==> src/rtl/ttt_pkg.sv <==
// Shared tic-tac-toe definitions: controller state encoding, cell codes and board size.
package ttt_pkg;

    localparam int NUM_POS = 9;

    localparam logic [1:0] CELL_EMPTY  = 2'b00;
    localparam logic [1:0] CELL_PLAYER = 2'b01;
    localparam logic [1:0] CELL_COMP   = 2'b10;
    localparam logic [1:0] CELL_BAD    = 2'b11;

    localparam logic [3:0] MAX_MOVES = 4'd9;

    typedef enum logic [2:0] {
        S_IDLE,
        S_CHECK,
        S_COMMIT,
        S_UPDATE,
        S_ILLEGAL,
        S_OVER
    } state_t;

endpackage

==> src/rtl/pos_decoder.sv <==
// Combinational cell-select decoder: select value k (1..NUM_POS) drives one-hot bit k-1.
module pos_decoder #(
    parameter int NUM_POS = 9,
    parameter int SEL_W   = 4
) (
    input  logic [SEL_W-1:0]   sel,
    output logic [NUM_POS-1:0] onehot,
    output logic               valid
);

    genvar gi;
    generate
        for (gi = 0; gi < NUM_POS; gi++) begin : g_dec
            assign onehot[gi] = (sel == SEL_W'(gi + 1));
        end
    endgenerate

    // Any out-of-range select (0 or above NUM_POS) leaves every bit low.
    assign valid = |onehot;

endmodule

==> src/rtl/move_controller.sv <==
// Tic-tac-toe move controller: validates a requested cell, issues a one-cycle write
// enable, then advances turn and move count. Outputs are registered copies of state.
module move_controller #(
    parameter int NUM_POS = ttt_pkg::NUM_POS,
    parameter int SEL_W   = 4
) (
    input  logic               clock,
    input  logic               reset,
    input  logic               play,
    input  logic [SEL_W-1:0]   pos_sel,
    input  logic [1:0]         pos1,
    input  logic [1:0]         pos2,
    input  logic [1:0]         pos3,
    input  logic [1:0]         pos4,
    input  logic [1:0]         pos5,
    input  logic [1:0]         pos6,
    input  logic [1:0]         pos7,
    input  logic [1:0]         pos8,
    input  logic [1:0]         pos9,
    input  logic               win,
    output logic [NUM_POS-1:0] ply_En_pos,
    output logic               XO_turn,
    output logic               illegal_move,
    output logic               game_over,
    output logic [3:0]         move_count
);

    import ttt_pkg::*;

    state_t             state_reg, state_next;
    logic [SEL_W-1:0]   sel_reg, sel_next;
    logic               turn_reg, turn_next;
    logic [3:0]         count_reg, count_next;

    logic [NUM_POS-1:0] dec_onehot;
    logic               dec_valid;
    logic [1:0]         cell_sel;
    logic               occupied;

    pos_decoder #(
        .NUM_POS (NUM_POS),
        .SEL_W   (SEL_W)
    ) u_pos_decoder (
        .sel    (sel_reg),
        .onehot (dec_onehot),
        .valid  (dec_valid)
    );

    always_comb begin
        cell_sel = CELL_EMPTY;
        case (sel_reg)
            SEL_W'(1): cell_sel = pos1;
            SEL_W'(2): cell_sel = pos2;
            SEL_W'(3): cell_sel = pos3;
            SEL_W'(4): cell_sel = pos4;
            SEL_W'(5): cell_sel = pos5;
            SEL_W'(6): cell_sel = pos6;
            SEL_W'(7): cell_sel = pos7;
            SEL_W'(8): cell_sel = pos8;
            SEL_W'(9): cell_sel = pos9;
            default:   cell_sel = CELL_EMPTY;
        endcase
    end

    // The unused code 11 is treated as taken so a corrupted cell is never overwritten.
    assign occupied = (cell_sel == CELL_PLAYER) || (cell_sel == CELL_COMP) ||
                      (cell_sel == CELL_BAD);

    always_comb begin
        state_next = state_reg;
        sel_next   = sel_reg;
        turn_next  = turn_reg;
        count_next = count_reg;
        case (state_reg)
            S_IDLE: begin
                if (win) begin
                    state_next = S_OVER;
                end else if (play) begin
                    sel_next   = pos_sel;
                    state_next = S_CHECK;
                end
            end
            S_CHECK: begin
                if (!dec_valid || occupied) begin
                    state_next = S_ILLEGAL;
                end else begin
                    state_next = S_COMMIT;
                end
            end
            S_COMMIT: begin
                state_next = S_UPDATE;
            end
            S_UPDATE: begin
                count_next = (count_reg >= MAX_MOVES) ? MAX_MOVES : count_reg + 4'd1;
                turn_next  = ~turn_reg;
                if (win || (count_next == MAX_MOVES)) begin
                    state_next = S_OVER;
                end else begin
                    state_next = S_IDLE;
                end
            end
            S_ILLEGAL: begin
                state_next = S_IDLE;
            end
            S_OVER: begin
                state_next = S_OVER;
            end
            default: begin
                state_next = S_IDLE;
            end
        endcase
    end

    always_ff @(posedge clock or posedge reset) begin
        if (reset) begin
            state_reg    <= S_IDLE;
            sel_reg      <= '0;
            turn_reg     <= 1'b1;
            count_reg    <= 4'd0;
            ply_En_pos   <= '0;
            XO_turn      <= 1'b1;
            illegal_move <= 1'b0;
            game_over    <= 1'b0;
            move_count   <= 4'd0;
        end else begin
            state_reg    <= state_next;
            sel_reg      <= sel_next;
            turn_reg     <= turn_next;
            count_reg    <= count_next;
            // Output stage trails the state register by one cycle.
            ply_En_pos   <= (state_reg == S_COMMIT) ? dec_onehot : '0;
            XO_turn      <= turn_reg;
            illegal_move <= (state_reg == S_ILLEGAL);
            game_over    <= (state_reg == S_OVER);
            move_count   <= count_reg;
        end
    end

endmodule

==> config.mk <==
export PLATFORM = sky130hd
export DESIGN_NAME = move_controller
export DESIGN_NICKNAME = d
export VERILOG_FILES = /design/src/rtl/ttt_pkg.sv /design/src/rtl/pos_decoder.sv /design/src/rtl/move_controller.sv
export SDC_FILE = /design/constraint.sdc
export NUM_CORES = 1
export LEC_CHECK = 0
export ABC_AREA = 1
export BUFFER_PORTS_ARGS = -buffer_cell sky130_fd_sc_hd__clkbuf_2
export CELL_PAD_IN_SITES_DETAIL_PLACEMENT = 0
export CELL_PAD_IN_SITES_GLOBAL_PLACEMENT = 1
export CORE_AREA = 2 2 70 72
export CTS_BUF_LIST = sky130_fd_sc_hd__clkbuf_16
export CTS_CLUSTER_DIAMETER = 50
export CTS_CLUSTER_SIZE = 25
export DETAILED_ROUTE_END_ITERATION = 10
export DIE_AREA = 0 0 72 74
export HOLD_SLACK_MARGIN = 0.06
export PLACE_DENSITY = 0.67
export RECOVER_POWER = 100
export SLEW_MARGIN = 20
export SYNTH_ARGS = -nofsm -noshare
export SYNTH_HDL_FRONTEND = slang
export SYNTH_SLANG_ARGS = --single-unit
==> constraint.sdc <==
create_clock -name clock -period 4 [get_ports clock]
set_clock_uncertainty 0.15 [all_clocks]
set_input_delay 0.4 -clock clock [delete_from_list [all_inputs] [get_ports clock]]
set_output_delay 0.4 -clock clock [all_outputs]
set_load 0.02 [all_outputs]
==> impl_metrics.toml <==
[clock_network]
clock_latency_ps = 260
clockBufferDepth = 2
tritoncts.num_buffers = 3
cts_resized = 0
cts-root-buf = "clkbuf_16"
postCtsSetupRepairBufs = 0
cts_htree_levels = 1
cts_sinks = 28
cts_hold_buf = 0
clkTransAtPathRegs_ps = 60
cts_tree = "done"

[logic_synthesis]
synth_edf_count = 0
postSynthCellCount = 162
yosys_warnings = 0
synth_area_um2 = 1340
yosys.cell_types.count = 21
syn_area_per_cell_um2 = 8.24
synth_seq_cells = 28
syn_nets = 191
synth_ff_type = "dfrtp_1"
async_flop_share_pct = 100
ys_seq_area_share_pct = 52.7

[setup_path]
crit_chain = "inv_1 > ha_1 > o21ai_0 > nand2_1 > o21ai_0 > nor2_1 > nand2_1"
worstSetupPathType = "flip-flop to flip-flop"
cp-start-kind = "flip-flop"
end_kind = "flip-flop"
critPathTopFamily = "flip-flops"
slowest_stage = "dfrtp_1"
worst_ep_required_time_ps = 4050
crit_fanout = 7
worst-path-buf-inv = 1
cp.arrival_ps = 1680
crit_path_max_incr_delay_ps = 450

[route]
viasPerCell = 4.33
vias = 1131
firstDrtPassIters = 4
drt_iter0_markers = 24
antenna_left = 0
wirelength_mm = 2.77
post_drt_wl_per_cell_um = 10.6
drcViolationCount = 0

[grt]
antenna_found_initial = 0
track_usage_pct = 10.7
grt_pass1_wl_mm = 4.43
grt_start_max_net_pins = 29
grt_pass1_vias = 1005
overflow = 0

[worst_hold_path]
hold_class = "input port to asynchronous set/reset pin"

[die]
dieArea_um2 = 5330
initial_utilization_pct = 29.0
coreArea_um2 = 4600
die_h_um = 74
die_w_um = 72
num_rows = 25
io_pins = 42

[sta]
slew_headroom_pct = 30.6
clock.fmax_mhz = 614
slew_violations = 0
tightest_slew_ps = 1040
final-hold-violation-count = 0
whs_ps = 220
setup_viol = 0
post-route-min-period_ps = 1630
period_share_pct = 40.7
rsz0062_at_grt = "no"
fin_setup_tns_ps = 0

[finish]
antenna_cells = 0
largest_reg_flops = 9
final_common_cell = "nand2_1"
nets = 237
final_cell_area_um2 = 1660
regMostFlops = "ply_En_pos"
fin_util_pct = 36.0
syn_to_final_growth_pct = 24.1
stdcell_count = 261
drive_above_1_share_pct = 16.9
layout_common_cells = "nand2_1, inv_1, dfrtp_1"

[placement]
place_hpwl_mm = 2.14
dpl_cell_area_um2 = 1610
dp.cells = 257
gp_congestion = 0.735
port_buffers = 41

[power_and_ir_drop]
power_density_nw_per_um2 = 642
p_leak_nw = 0.875
peakVddDrop_uv = 180

[run_status]
status = "complete, no violations"

[run]
maxCapViolations = 0
-- layout make-up --
class	instances	area, um^2
Fill cell	504	2940
Sequential cell	28	703
Multi-Input combinational cell	99	490
Timing Repair Buffer	41	185
Inverter	35	131
Clock buffer	3	75.1
Tap cell	54	67.6
Clock inverter	1	3.75
-- path summary, 6_finish.rpt --
check | startpoint | to | slack (ps) | cells past startpoint
setup / recovery | count_reg[0]$_DFFE_PP0P_ | state_reg[2]$_DFFE_PP0P_ | 2370 | 7
hold reg to reg | turn_reg$_DFFE_PP1P_ | XO_turn$_DFF_PP1_ | 230 | 0
setup reg to reg | count_reg[0]$_DFFE_PP0P_ | state_reg[2]$_DFFE_PP0P_ | 2370 | 7
min in group clock | turn_reg$_DFFE_PP1P_ | XO_turn$_DFF_PP1_ | 230 | 0
max in group asynchronous | reset | move_count[3]$_DFF_PP0_ | 2860 | 2
hold / removal | reset | ply_En_pos[3]$_DFF_PP0_ | 220 | 2
-- report_power, final --
group | switching (mW) | internal, mW
sequential | 0.0809 | 0.371
combinational | 0.260 | 0.127
clock | 0.0904 | 0.134
-- Yosys cell counts, types with 3 or more instances --
| library cell | count | area [um^2] |
|---|---|---|
| nor2_1 | 15 | 56.3 |
| nor4_1 | 5 | 31.3 |
| inv_1 | 31 | 116 |
| nand3_1 | 16 | 80.1 |
| ha_1 | 3 | 37.5 |
| dfrtp_1 | 26 | 651 |
| a21oi_1 | 6 | 30.0 |
| o21ai_0 | 6 | 30.0 |
| inv_2 | 4 | 15.0 |
| nand2_1 | 32 | 120 |
| nor3_1 | 5 | 25.0 |
-- per-stage QoR --
| step | setup slack (ps) | power [mW] |
|---|---|---|
| 5_1_grt | 2150 | 1.15 |
| 2_1_floorplan | 2530 | 0.748 |
| 4_1_cts | 2390 | 1.09 |
| 6_report | 2370 | 1.06 |
| 3_3_place_gp | 2410 | 0.865 |
| 3_5_place_dp | 2400 | 0.866 |
-- cell families after synthesis --
logic type | count (synthesis) | share of synthesized area, %
xor+xnor | 2 | 1.31
buf+inv | 35 | 9.84
flops | 28 | 52.7
fa+ha+maj | 3 | 2.81
compound gates | 15 | 6.09
simple gates | 79 | 27.3
-- routing by layer --
layer	global-route usage [%]	vias to the layer above	part of all wire, %
met1	14.5	497	49
met5	0	-	0
li1	-	597	-
met3	2.85	4	5.9
met2	16.9	33	44
met4	3.14	0	1.1
(Power assumes the default switching activity.)
